<file path="config.mk">
export PLATFORM = sky130hd
export DESIGN_NAME = fish_sprite_engine
export DESIGN_NICKNAME = d
export VERILOG_FILES = /design/src/rtl/fish_sprite_engine.sv
export SDC_FILE = /design/constraint.sdc
export NUM_CORES = 1
export LEC_CHECK = 0
export BUFFER_PORTS_ARGS = -buffer_cell sky130_fd_sc_hd__buf_2
export CAP_MARGIN = 40
export CORE_MARGIN = 2
export CORE_UTILIZATION = 40
export CTS_CLUSTER_SIZE = 20
export DETAILED_ROUTE_END_ITERATION = 8
export GPL_TIMING_DRIVEN = 0
export PLACE_DENSITY = 0.66
export SYNTH_ARGS = -nofsm -noshare
export SYNTH_HDL_FRONTEND = slang
export SYNTH_SLANG_ARGS = --single-unit
</file>
<file path="constraint.sdc">
create_clock -name clk -period 3.75 [get_ports clk]
set_input_delay 0.75 -clock clk [delete_from_list [all_inputs] [get_ports clk]]
set_output_delay 0.75 -clock clk [all_outputs]
set_load 0.005 [all_outputs]
</file>
<file path="src/rtl/fish_sprite_engine.sv">
// Fish sprite engine: ROM addressing, 2-cycle pixel pipeline with colour-key transparency,
// and the once-per-frame swim/bounce/caught/respawn FSM. Define FISH_MIRROR_EN to flip the sprite while swimming right.
module fish_sprite_engine #(
    parameter int unsigned X_LEFT        = 0,
    parameter int unsigned X_RIGHT       = 608,
    parameter int unsigned Y_POS         = 240,
    parameter int unsigned SPEED_DIV     = 4,
    parameter int unsigned CAUGHT_FRAMES = 60,
    parameter logic [11:0] KEY_COLOR     = 12'h0F0
) (
    input  logic        clk,
    input  logic        reset,
    input  logic [9:0]  x,
    input  logic [9:0]  y,
    input  logic        video_on,
    input  logic        frame_tick,
    input  logic        hook_hit,
    output logic [3:0]  rom_row,
    output logic [4:0]  rom_col,
    input  logic [11:0] rom_data,
    output logic [11:0] rgb_out,
    output logic        fish_on,
    output logic [9:0]  fish_x,
    output logic        fish_dir,
    output logic        caught
);

    localparam int unsigned SW = (SPEED_DIV > 1) ? $clog2(SPEED_DIV) : 1;
    localparam int unsigned HW = (CAUGHT_FRAMES > 1) ? $clog2(CAUGHT_FRAMES) : 1;
    localparam logic [SW-1:0] STEP_LAST = SW'(SPEED_DIV - 1);
    localparam logic [HW-1:0] HOLD_LAST = HW'(CAUGHT_FRAMES - 1);
    localparam logic [9:0]    XL        = 10'(X_LEFT);
    localparam logic [9:0]    XR        = 10'(X_RIGHT);
    localparam logic [10:0]   Y_LO      = 11'(Y_POS);
    localparam logic [10:0]   Y_HI      = 11'(Y_POS + 15);

    typedef enum logic [1:0] {
        SWIM_RIGHT,
        SWIM_LEFT,
        CAUGHT,
        RESPAWN
    } state_t;

    state_t        r_state;
    logic [9:0]    r_fish_x;
    logic          r_fish_dir;
    logic [SW-1:0] r_step_cnt;
    logic [HW-1:0] r_hold_cnt;
    logic          r_caught;
    logic          r_s1_in_box;
    logic          r_s1_video_on;
    logic          r_fish_on;
    logic [11:0]   r_rgb;

    logic [10:0]   w_x11;
    logic [10:0]   w_y11;
    logic [10:0]   w_fx11;
    logic          w_in_box;
    logic [3:0]    w_row_off;
    logic [4:0]    w_col_off;
    logic [4:0]    w_col;
    logic          w_opaque;

    // 11-bit compare keeps fish_x+31 from wrapping near the right edge
    assign w_x11    = {1'b0, x};
    assign w_y11    = {1'b0, y};
    assign w_fx11   = {1'b0, r_fish_x};
    assign w_in_box = (w_x11 >= w_fx11) && (w_x11 <= w_fx11 + 11'd31) &&
                      (w_y11 >= Y_LO) && (w_y11 <= Y_HI);

    assign w_row_off = y[3:0] - Y_LO[3:0];
    assign w_col_off = x[4:0] - r_fish_x[4:0];

`ifdef FISH_MIRROR_EN
    assign w_col = r_fish_dir ? (5'd31 - w_col_off) : w_col_off;
`else
    assign w_col = w_col_off;
`endif

    assign rom_row = w_in_box ? w_row_off : '0;
    assign rom_col = w_in_box ? w_col : '0;

    assign w_opaque = r_s1_in_box && r_s1_video_on && (rom_data != KEY_COLOR);

    always_ff @(posedge clk or posedge reset) begin
        if (reset) begin
            r_s1_in_box   <= 1'b0;
            r_s1_video_on <= 1'b0;
            r_fish_on     <= 1'b0;
            r_rgb         <= '0;
        end else begin
            r_s1_in_box   <= w_in_box;
            r_s1_video_on <= video_on;
            r_fish_on     <= w_opaque;
            r_rgb         <= w_opaque ? rom_data : 12'h000;
        end
    end

    // hook_hit takes priority over a coincident frame_tick in both swim states
    always_ff @(posedge clk or posedge reset) begin
        if (reset) begin
            r_state    <= SWIM_RIGHT;
            r_fish_x   <= XL;
            r_fish_dir <= 1'b1;
            r_step_cnt <= '0;
            r_hold_cnt <= '0;
            r_caught   <= 1'b0;
        end else begin
            r_caught <= 1'b0;
            case (r_state)
                SWIM_RIGHT: begin
                    if (hook_hit) begin
                        r_state    <= CAUGHT;
                        r_caught   <= 1'b1;
                        r_hold_cnt <= '0;
                        r_step_cnt <= '0;
                    end else if (frame_tick) begin
                        if (r_step_cnt == STEP_LAST) begin
                            r_step_cnt <= '0;
                            if (r_fish_x == XR) begin
                                r_state    <= SWIM_LEFT;
                                r_fish_dir <= 1'b0;
                            end else begin
                                r_fish_x <= r_fish_x + 10'd1;
                            end
                        end else begin
                            r_step_cnt <= r_step_cnt + 1'b1;
                        end
                    end
                end
                SWIM_LEFT: begin
                    if (hook_hit) begin
                        r_state    <= CAUGHT;
                        r_caught   <= 1'b1;
                        r_hold_cnt <= '0;
                        r_step_cnt <= '0;
                    end else if (frame_tick) begin
                        if (r_step_cnt == STEP_LAST) begin
                            r_step_cnt <= '0;
                            if (r_fish_x == XL) begin
                                r_state    <= SWIM_RIGHT;
                                r_fish_dir <= 1'b1;
                            end else begin
                                r_fish_x <= r_fish_x - 10'd1;
                            end
                        end else begin
                            r_step_cnt <= r_step_cnt + 1'b1;
                        end
                    end
                end
                CAUGHT: begin
                    if (frame_tick) begin
                        if (r_hold_cnt == HOLD_LAST) begin
                            r_state    <= RESPAWN;
                            r_hold_cnt <= '0;
                        end else begin
                            r_hold_cnt <= r_hold_cnt + 1'b1;
                        end
                    end
                end
                RESPAWN: begin
                    r_fish_x   <= XL;
                    r_fish_dir <= 1'b1;
                    r_step_cnt <= '0;
                    r_state    <= SWIM_RIGHT;
                end
                default: r_state <= SWIM_RIGHT;
            endcase
        end
    end

    assign rgb_out  = r_rgb;
    assign fish_on  = r_fish_on;
    assign fish_x   = r_fish_x;
    assign fish_dir = r_fish_dir;
    assign caught   = r_caught;

endmodule

</file>
Word level (Yosys, flattened, before mapping). Cells that the tools add are included.

$add $sub $neg: 6. Order comparisons: 4. Equality and inequality tests: 27. Mux-type cells: 42. Reduce and logical (&&, ||, !) cells: 16.

Operators by type and width (count): $mux 10 (8); $pmux 10 s3 (1); $mux 2 (13); $ne 2x2->1 const B (12); $mux 6 (3); $ne 3x3->1 const B (6); $reduce_and 9->1 (2); $mux 12 (1); $ne 12x8->1 const B (1); $pmux 6 s2 (1); $add 10x5->11 const B (1); $le 10x11->1 (1); $add 10x1->10 const B (1); $eq 10x10->1 const B (1); $ge 10x10->1 (1); $ge 10x8->1 const B (1); $le 10x8->1 const B (1); $logic_not 10->1 (1); $mux 1 (10); $sub 10x1->10 const B (1); $pmux 2 s4 (1); $reduce_and 8->1 (1); $add 6x1->6 const B (1); $eq 2x2->1 const B (3); 17 further kinds (22).

Flip-flop bits (word level): 37. Bits of input ports: 37.

Logic depth before layout (Yosys ltp). Gate-level depths: netlist (run 1).

Word-level depth: 6. Gate-level depth with buffers: 12. Mapped depth without buffers: 12.

Worst setup path before layout (run 1). Ideal clock, no wire load.

Path kind: reg2out. Start: register r_fish_x[0] (netlist: fish_x[0]). End: output port rom_col[2]. Arrival: 2.767 ns. Path slack: 0.233 ns. Cell stages (with the launch flop): 13. Path buffers: 0. Path through: dfrtp_1 -> inv_1 -> ha_1 -> or4b_1 -> nand2_1 -> xnor2_1 -> ha_1 -> nand4_1 -> or3_1 -> o211ai_1 -> a31oi_1 -> a211oi_2 -> and2_1.

Longest elaborated chain between the ends: 6. Elaborated cells between the ends (all ways): 8. Classes of those cells: 2 x add/sub; 2 x order compare; 1 x mux; 3 x reduce/logical.

Ends and longest elaborated chain: start: declaration (RTL line 45) `logic [9:0] r_fish_x;`; start signal: assignment (RTL line 124) `r_fish_x <= r_fish_x + 10'd1;`; start signal: assignment (RTL line 144) `r_fish_x <= r_fish_x - 10'd1;`; $add 10x5->11 (RTL line 68) `assign w_in_box = (w_x11 >= w_fx11) && (w_x11 <= w_fx11 + 11'd31) &&`; $le 10x11->1 (RTL line 68); $logic_and 1x1->1 (*) (2 in a row) (RTL line 68); $logic_and 1x1->1 (*) (RTL line 69) `(w_y11 >= Y_LO) && (w_y11 <= Y_HI);`; via w_in_box (RTL line 58) `logic w_in_box;`; $mux 5 (*) (RTL line 81) `assign rom_col = w_in_box ? w_col : '0;`; end: declaration (RTL line 19) `output logic [4:0] rom_col,`.

The timed path passes the listed nets; every way through them passes the cells marked *.

Worst setup path after layout (run 1).
Start: register r_fish_x[1] (netlist: fish_x[1]). End: output port rom_col[3].

The elaborated chain is that of the path after synthesis.

==> results of run 1 <==
==> placed cells by master, fill, tap and decap left out, types with 4 or more instances in the layout <==
cell      count
and2_1       19
xnor2_1      14
nand2_1      16
nand4_1       5
o21a_1        4
a21o_1        7
nor3_1        4
inv_1        16
o21ai_0      13
dfrtp_2       4
o211ai_1      5
nor2b_1       8
and2_4        4
nor2_1       19
a21oi_1      12
dfrtp_1      32
buf_2        66
buf_6         7
mux2i_1       5
clkbuf_8      5
a22o_1        4
buf_4        17
ha_1         31
==> layout make-up <==
cell class / count / area, µm²
inverter: 18 / 70.1
sequential: 37 / 932
fill: 601 / 2950
clock inverter: 3 / 21.3
clock buffer: 5 / 68.8
buffer: 4 / 30.0
timing repair buffer: 88 / 538
tap: 77 / 96.3
multi-input combinational: 224 / 1760
==> power groups by stage <==
stage,Clock [µW],Combinational (µW),Sequential [µW]
global route,306,1600,635
finish,273,1420,618
detailed placement,0,1200,644
floorplan,0,915,610
global placement,0,1160,643
CTS,285,1370,615
==> routing by layer <==
layer | GRT usage | share of wire | vias up
li1 | - | - | 1211
met1 | 0.233 | 0.46 | 1123
met2 | 0.288 | 0.47 | 58
met3 | 0.0400 | 0.058 | 11
met4 | 0.0483 | 0.015 | 0
met5 | 0 | 0 | -
==> cells by family after synthesis <==
logic type	after synthesis	synth area share
compound gates	66	0.168
xor+xnor	16	0.0518
buf+inv	22	0.0361
fa+ha+maj	34	0.163
flops	37	0.343
mux	8	0.0310
simple gates	100	0.208
==> worst paths after layout <==
path,to,from,depth (start not counted),slack [ps]
max reg2reg,fish_x[9]$_DFFE_PP0P_,r_state[0]$_DFFE_PP0P_,9,940
min in group asynchronous,fish_on$_DFF_PP0_,reset,2,590
max in group asynchronous,fish_dir$_DFFE_PP1P_,reset,3,2530
max,rom_col[3],fish_x[1]$_DFFE_PP0P_,14,-190
min reg2reg,r_hold_cnt[5]$_DFFE_PP0P_,r_hold_cnt[5]$_DFFE_PP0P_,1,480
min,r_hold_cnt[5]$_DFFE_PP0P_,r_hold_cnt[5]$_DFFE_PP0P_,1,480
==> metrics by stage <==
step | utilization | setup TNS [ps] | setup slack (ps) | std cells | instance area (µm²)
final | 0.544 | -1570 | -187 | 456 | 3510
after global routing | 0.544 | -3100 | -354 | 456 | 3510
after CTS | 0.532 | -1960 | -232 | 454 | 3440
after detailed placement | 0.492 | -2810 | -330 | 431 | 3180
after global placement | 0.488 | -2630 | -295 | 430 | 3150
after floorplan | - | 0 | 233 | 283 | 2700
==> sequential cells by signal (all words and copies together), names as in the netlist <==
name and cells:
r_hold_cnt 6, r_state 2, fish_dir 1, r_s1_in_box 1, r_step_cnt 2, caught 1, r_s1_video_on 1, fish_x 10
fish_on 1, rgb_out 12
==> timing repair <==
item	CTS	global route
pin swaps	7	8
resized for setup	17	12
setup buffers	14	2
endpoints found under the setup margin	9	9
hold buffers	0	0
cloned	1	0
==> critical path: stages (launching register included) <==
cell and delay, ps:
dfrtp_2 430, inv_2 80, ha_4 120, or4b_4 500
nand2_4 90, xnor2_2 60, ha_1 300, nand4_1 90
or3_1 380, o211ai_1 110, a31oi_2 70, a211oi_4 270
buf_6 170, and2_1 120, buf_2 110
==> results.cfg, run 1 <==
[global_routing]
grt_pass1_wl_um = 10500
grt_max_degree = 20
antenna_found_initial = 0
grt_overflow = 0
grtUsageTotal = 0.175
grt_pass1_vias = 2342

[synth]
seq_area_frac_synth = 0.343
avgSynthCellArea_um2 = 9.55
synth_top_area_cell = dfrtp_1
syn_nets = 354
yosys.area.top_type_share = 0.333
synth_flop_cell = dfrtp_1
async_flop_share = 1.00
ys_top_cells_by_count = 36 x dfrtp_1, 32 x ha_1, 23 x and2_1
synthCells = 283
synth_edf_count = 0
ys_top_cells_by_area = dfrtp_1 33%, ha_1 15%, and2_1 5.3%
synth.distinct_cells = 48
yosysMostFrequentCell = dfrtp_1
yosysWarnings = 0
yosys_register_bits = 37
syn_area_um2 = 2700

[clock_network]
clock_sink_count = 37
numCtsBuffers = 5
path_clk_slew_ps = 80
cts_tree = done
clock_latency_ps = 280
cts.path.max_buffers = 2
cts-root-buf = clkbuf_8
h-tree-depth = 2

[die]
die-area_um2 = 7430
fp-row-count = 29
pin_count = 71
die_x_um = 86.2
die_h_um = 86.2
core_region_area_um2 = 6460
start_util = 0.419

[layout]
diodes = 0
drive_above_1_share = 0.340
syn_to_final_growth_pct = 29.9
nets = 449

[timing]
hold_ws_ps = 484
fin_ws_ps = -187
worstMarginPinSlew_ps = 852
finalHoldViolCount = 0
rsz0062_at_grt = true
setup_viol = 9
post-route-period-util = 1.05
fmax_mhz = 254
fin_worst_skew_ps = 8.60
drv_slew = 0
max-slew-margin-rel = 0.431
period_minus_slack_ps = 3940

[pwr]
p_total_uw = 2310
p_leak_uw = 0.00176
p_comb_frac = 0.615
sw_frac_of_total = 0.424
p_per_area_nw_per_um2 = 659
internal_power_uw = 1330
power_switching_uw = 981
seqPwrFrac = 0.267
clkPwrFrac = 0.118
vdd_ir_drop_max_v = 0.000284

[worst_setup_path]
timing_worst_setup_path_type = reg -> out
critPathMaxFanout = 5
cp-start-kind = flop
worstPathRequired_ps = 3000
cp-end-kind = primary output
arrival_ps = 3190

[placement]
gp_congestion = 0.848
port_buffers = 70
dp_hpwl_um = 4600

[routing]
drc_errors = 0
ant_nets = 0
first_pass_iters = 4
route.vias.total = 2403
drt_iter0_markers = 77
avgViaCountPerCell = 5.27
wire_per_inst_um = 13.3
wl_um = 6080

[outcome]
violations = setup timing
status = complete, but fails checks

[min_path]
hp-class = reg -> reg

[flow_run]
maxCapViolCount = 0
(Power assumes the default switching activity.)
==> run 2: changes to the inputs <==
PLACE_DENSITY = 0.73   (was 0.66)
==> run 2 against run 1 <==
Compared with the run above: the run still ends with setup timing left; combinational power hardly changed; register-to-register slack got worse by 20 ps; cell count grew 0.22%; via count down 0.62%; non-clock buffer count increased by 1; die area unchanged; critical path type unchanged; largest cell class unchanged.
==> results.cfg, run 2 (synthesized netlist as in run 1, its figures left out) <==
[outcome]
status = complete, but fails checks
violations = setup timing

[routing]
drt_iter0_markers = 122
ant_nets = 0
first_pass_iters = 4
wire_per_inst_um = 13.8
route.vias.total = 2388
avgViaCountPerCell = 5.23
wl_um = 6310
drc_errors = 0

[global_routing]
busiest_layer = met2
grt_max_degree = 17
grt_pass1_wl_um = 10400
grt_overflow = 0
grt.met1_usage = 0.230
antenna_found_initial = 0
grt_util_met3 = 0.0448
grtUsageTotal = 0.176
grt.met2_usage = 0.290
grt_pass1_vias = 2269

[die]
fp-row-count = 29
start_util = 0.419
pin_count = 71
die_h_um = 86.2
core_region_area_um2 = 6460
die-area_um2 = 7430
die_x_um = 86.2

[placement]
placed_cells = 432
dp_hpwl_um = 4730
place_ws_ps = -303
port_buffers = 70
place_area_um2 = 3210
gp_congestion = 0.864

[clock_network]
clock_sink_count = 37
cts.path.max_buffers = 2
cts-root-buf = clkbuf_8
path_clk_slew_ps = 80
cts_tree = done
clock_latency_ps = 290
h-tree-depth = 2
numCtsBuffers = 5

[worst_setup_path]
timing.rr.end = r_s1_in_box$_DFF_PP0_
timing_worst_setup_path_type = reg -> out
reg2reg_slack_ps = 920
critPathMaxFanout = 5
worstPathRequired_ps = 3000
cp_num_buf_inv = 2
cp-end-kind = primary output
r2r-start = fish_x[2]$_DFFE_PP0P_
crit_cells = 14
path_cells = or3_4, nor3_4, nor2_2, nand2_1, xnor2_1, ha_1, nand4_1, or3_1, o211ai_1, a31oi_2, a211oi_4, buf_6, and2_1, buf_2
cp-start-kind = flop
critPathCapture = rom_row[2]
critPathSlowestCell = dfrtp_2
crit_family = simple AND/OR/NAND/NOR gates
critPathLaunch = fish_x[2]$_DFFE_PP0P_
reg2regPathDepth = 13
crit_path_max_incr_delay_ps = 440
arrival_ps = 3200

[timing]
hold_ws_ps = 414
fin_worst_skew_ps = 15.7
post-route-period-util = 1.05
fmax_mhz = 253
drv_slew = 0
rsz0062_at_grt = true
period_minus_slack_ps = 3950
finalHoldViolCount = 0
setup_viol = 9
worstMarginPinSlew_ps = 749
max-slew-margin-rel = 0.499
fin_ws_ps = -204

[layout]
multiInputGateArea_um2 = 1750
final_common_cell = buf_2
ff_latch_area_um2 = 932
largest_reg_flops = 12
nets = 450
drive_above_1_share = 0.339
fin_cells = 457
syn_to_final_growth_pct = 31.4
diodes = 0
fin_area_um2 = 3550
layout_common_cells = 66 x buf_2, 32 x dfrtp_1, 31 x ha_1, 19 x and2_1, 18 x nor2_1
fillers = 554

[pwr]
p_per_area_nw_per_um2 = 670
vdd_ir_drop_max_v = 0.000323
p_leak_uw = 0.00178

[min_path]
hp-class = in -> async

[flow_run]
maxCapViolCount = 0
==> run 2: worst min-delay path by stage <==
stage	end	startpoint	cells after the start	slack, ps
after global placement	r_hold_cnt[5]$_DFFE_PP0P_	r_hold_cnt[5]$_DFFE_PP0P_	1	470
after floorplan	r_hold_cnt[5]$_DFFE_PP0P_	r_hold_cnt[5]$_DFFE_PP0P_	1	440
after global routing	r_hold_cnt[3]$_DFFE_PP0P_	reset	2	440
after detailed placement	r_hold_cnt[5]$_DFFE_PP0P_	r_hold_cnt[5]$_DFFE_PP0P_	1	470
after CTS	r_hold_cnt[5]$_DFFE_PP0P_	reset	2	420
final	r_hold_cnt[5]$_DFFE_PP0P_	reset	2	410
==> run 2: area by class of cell <==
| type | instances | share of cell area |
|---|---|---|
| Multi-Input combinational cell | 224 | 0.491 |
| Clock buffer | 6 | 0.0204 |
| Sequential cell | 37 | 0.262 |
| Tap cell | 77 | 0.0271 |
| Timing Repair Buffer | 89 | 0.159 |
| Inverter | 18 | 0.0204 |
| Buffer | 4 | 0.00845 |
| Clock inverter | 2 | 0.0109 |
==> run 2: worst register-to-register path, cell delays in order (launching register included) <==
cell,delay (ps)
dfrtp_2,440
or3_4,420
nor3_4,170
nor2_2,70
nand2_1,80
xnor2_1,70
ha_1,330
nand4_1,110
or3_1,380
o211ai_1,110
a31oi_2,80
a211oi_4,260
buf_6,160
buf_4,90
==> run 2: metal layers <==
metal / part of all wire / wire length [µm]
met2: 0.47 / 2980
met4: 0.021 / 133
met3: 0.051 / 321
met5: 0 / 0
met1: 0.46 / 2870
==> run 2: repair_timing <==
item	in CTS	in global routing
hold buffers	0	0
setup endpoints to repair	9	9
gates cloned	1	0
pin swaps	14	8
setup buffers	13	3
resized for setup	26	4
==> run 2: power breakdown <==
part | switching [µW] | internal (µW)
sequential | 125 | 499
combinational | 719 | 696
clock | 144 | 200
==> run 2: stage by stage <==
step / TNS (ps) / total power, µW / utilization
6_report: -1750 / 2380 / 0.550
3_5_place_dp: -2670 / 1840 / 0.496
4_1_cts: -1980 / 2340 / 0.544
2_1_floorplan: 0 / 1530 / -
3_3_place_gp: -2490 / 1790 / 0.488
5_1_grt: -2940 / 2590 / 0.550
==> run 3: changes to the inputs <==
BUFFER_PORTS_ARGS = -buffer_cell sky130_fd_sc_hd__buf_4   (was -buffer_cell sky130_fd_sc_hd__buf_2)
==> run 3 against run 2 <==
Compared with the run above: the flow still finishes with violations (setup timing); clock skew decreased by 10 ps; count of clock-buffer cells in the layout unchanged; maximum frequency decreased by 0.28%; clock power increased by 4%; utilization increased by 2.4 points; die area unchanged; global-route usage increased by 1.0 points; sequential power about the same; critical path depth unchanged; register-to-register slack about the same; non-clock buffer count decreased by 3; critical endpoint is now rom_col[0].
==> results.cfg, run 3 (synthesized netlist as in run 1, its figures left out) <==
[outcome]
status = complete, but fails checks
violations = setup timing

[layout]
nets = 447
syn_to_final_growth_pct = 37.1
diodes = 0
largest_reg_flops = 12
drive_above_1_share = 0.347
final_common_cell = buf_4
layout_common_cells = 76 x buf_4, 32 x dfrtp_1, 31 x ha_1, 19 x nor2_1

[clock_network]
cts.path.max_buffers = 2
clock_sink_count = 37
numCtsBuffers = 5
path_clk_slew_ps = 80
cts_hold_buf = 0
clock_latency_ps = 290
h-tree-depth = 2
cts_tree = done
cts-root-buf = clkbuf_8

[pwr]
power_switching_uw = 984
p_comb_frac = 0.594
p_leak_uw = 0.00180
p_per_area_nw_per_um2 = 652
sw_frac_of_total = 0.407
vdd_ir_drop_max_v = 0.000299
internal_power_uw = 1430
seqPwrFrac = 0.258
clkPwrFrac = 0.149

[worst_setup_path]
worstPathRequired_ps = 3000
cp-start-kind = flop
crit_path_max_incr_delay_ps = 480
critPathSlowestCell = or4b_4
arrival_ps = 3220
path_cells = inv_4, ha_4, or4b_4, nand2_2, xnor2_1, ha_1, nand4_1, or3_1, o211ai_1, a31oi_2, a211oi_4, buf_6, and2_4, buf_6
critPathMaxFanout = 5
cp_num_buf_inv = 3
timing_worst_setup_path_type = reg -> out
crit_family = simple AND/OR/NAND/NOR gates
cp-end-kind = primary output
cpMostUsedCell = buf_6

[timing]
setup_tns_ps = -1840
worstMarginPinSlew_ps = 791
setup_viol = 9
finalHoldViolCount = 0
fmax_mhz = 252
max-slew-margin-rel = 0.471
drv_slew = 0
rsz0062_at_grt = true
period_minus_slack_ps = 3970
fin_worst_skew_ps = 5.41
post-route-period-util = 1.06
fin_ws_ps = -215

[die]
die-area_um2 = 7430
fp-row-count = 29
start_util = 0.419
die_x_um = 86.2
core_region_area_um2 = 6460
die_h_um = 86.2
pin_count = 71

[global_routing]
grt_pass1_vias = 2463
grt_pass1_wl_um = 11200
antenna_found_initial = 0
grt_overflow = 0
grtUsageTotal = 0.186
grt_max_degree = 22

[routing]
wire_per_inst_um = 14.2
drc_errors = 0
route.vias.total = 2446
drt_iter0_markers = 122
first_pass_iters = 4
wl_um = 6440
avgViaCountPerCell = 5.39
ant_nets = 0

[placement]
place_ws_ps = -321
gp_congestion = 0.847
port_buffers = 70
dp_hpwl_um = 4840

[min_path]
hp-class = reg -> reg

[flow_run]
maxCapViolCount = 0
==> run 3: repair_timing <==
| action | CTS | global route |
|---|---|---|
| buffers inserted | 11 | 3 |
| pin swaps | 14 | 10 |
| endpoints found under the setup margin | 9 | 9 |
| gates resized for setup | 37 | 1 |
| cloned | 1 | 0 |
==> run 3: final timing paths <==
| path | from | to | slack (ps) | depth (start not counted) |
|---|---|---|---|---|
| worst max-delay path | fish_x[1]$_DFFE_PP0P_ | rom_col[0] | -220 | 14 |
| worst min-delay path | r_hold_cnt[5]$_DFFE_PP0P_ | r_hold_cnt[5]$_DFFE_PP0P_ | 490 | 1 |
| worst max register to register | fish_x[1]$_DFFE_PP0P_ | r_s1_in_box$_DFF_PP0_ | 910 | 13 |
| worst min register to register | r_hold_cnt[5]$_DFFE_PP0P_ | r_hold_cnt[5]$_DFFE_PP0P_ | 490 | 1 |
| max in group asynchronous | reset | fish_x[3]$_DFFE_PP0P_ | 2610 | 3 |
| min in group asynchronous | reset | r_hold_cnt[5]$_DFFE_PP0P_ | 580 | 2 |
==> run 3: layout make-up <==
type / instances / area [µm²]
fillers: 562 / 2750
multi-input cells: 224 / 1750
flip-flops and latches: 37 / 932
repair buffers: 86 / 707
well taps: 77 / 96.3
clock buffers: 6 / 82.6
inverters: 18 / 72.6
clock inverters: 2 / 37.5
plain buffers: 4 / 30.0
==> run 3: stage by stage <==
stage	cell area, µm²	hold WS [ps]	std cells	utilization	total power, µW
floorplan	2700	440	283	-	1530
global placement	3330	470	430	0.515	1840
detailed placement	3350	477	431	0.519	1890
CTS	3680	488	451	0.570	2390
global route	3710	516	454	0.574	2650
finish	3710	488	454	0.574	2420
==> run 3: power groups by stage <==
| stage | Combinational, µW | Sequential (µW) | Clock [µW] |
|---|---|---|---|
| floorplan | 915 | 610 | 0 |
| global route | 1620 | 641 | 388 |
| CTS | 1400 | 621 | 367 |
| global placement | 1190 | 645 | 0 |
| detailed placement | 1240 | 646 | 0 |
| finish | 1430 | 623 | 359 |
==> run 3: worst reg2reg max path, stage by stage, from the launching register on <==
cell      delay [ps]
dfrtp_2          440
inv_4             70
ha_4             120
or4b_4           480
nand2_2           90
xnor2_1           70
ha_1             310
nand4_1          120
or3_1            370
o211ai_1         110
a31oi_2           70
a211oi_4         280
buf_6            170
buf_4            100
==> run 3: routing by layer <==
layer | vias to the layer above | wire, µm | GRT usage
met3 | 12 | 291 | 0.0438
met4 | 0 | 112 | 0.0511
met2 | 57 | 3150 | 0.309
li1 | 1205 | - | -
met1 | 1172 | 2890 | 0.244
met5 | - | 0 | 0
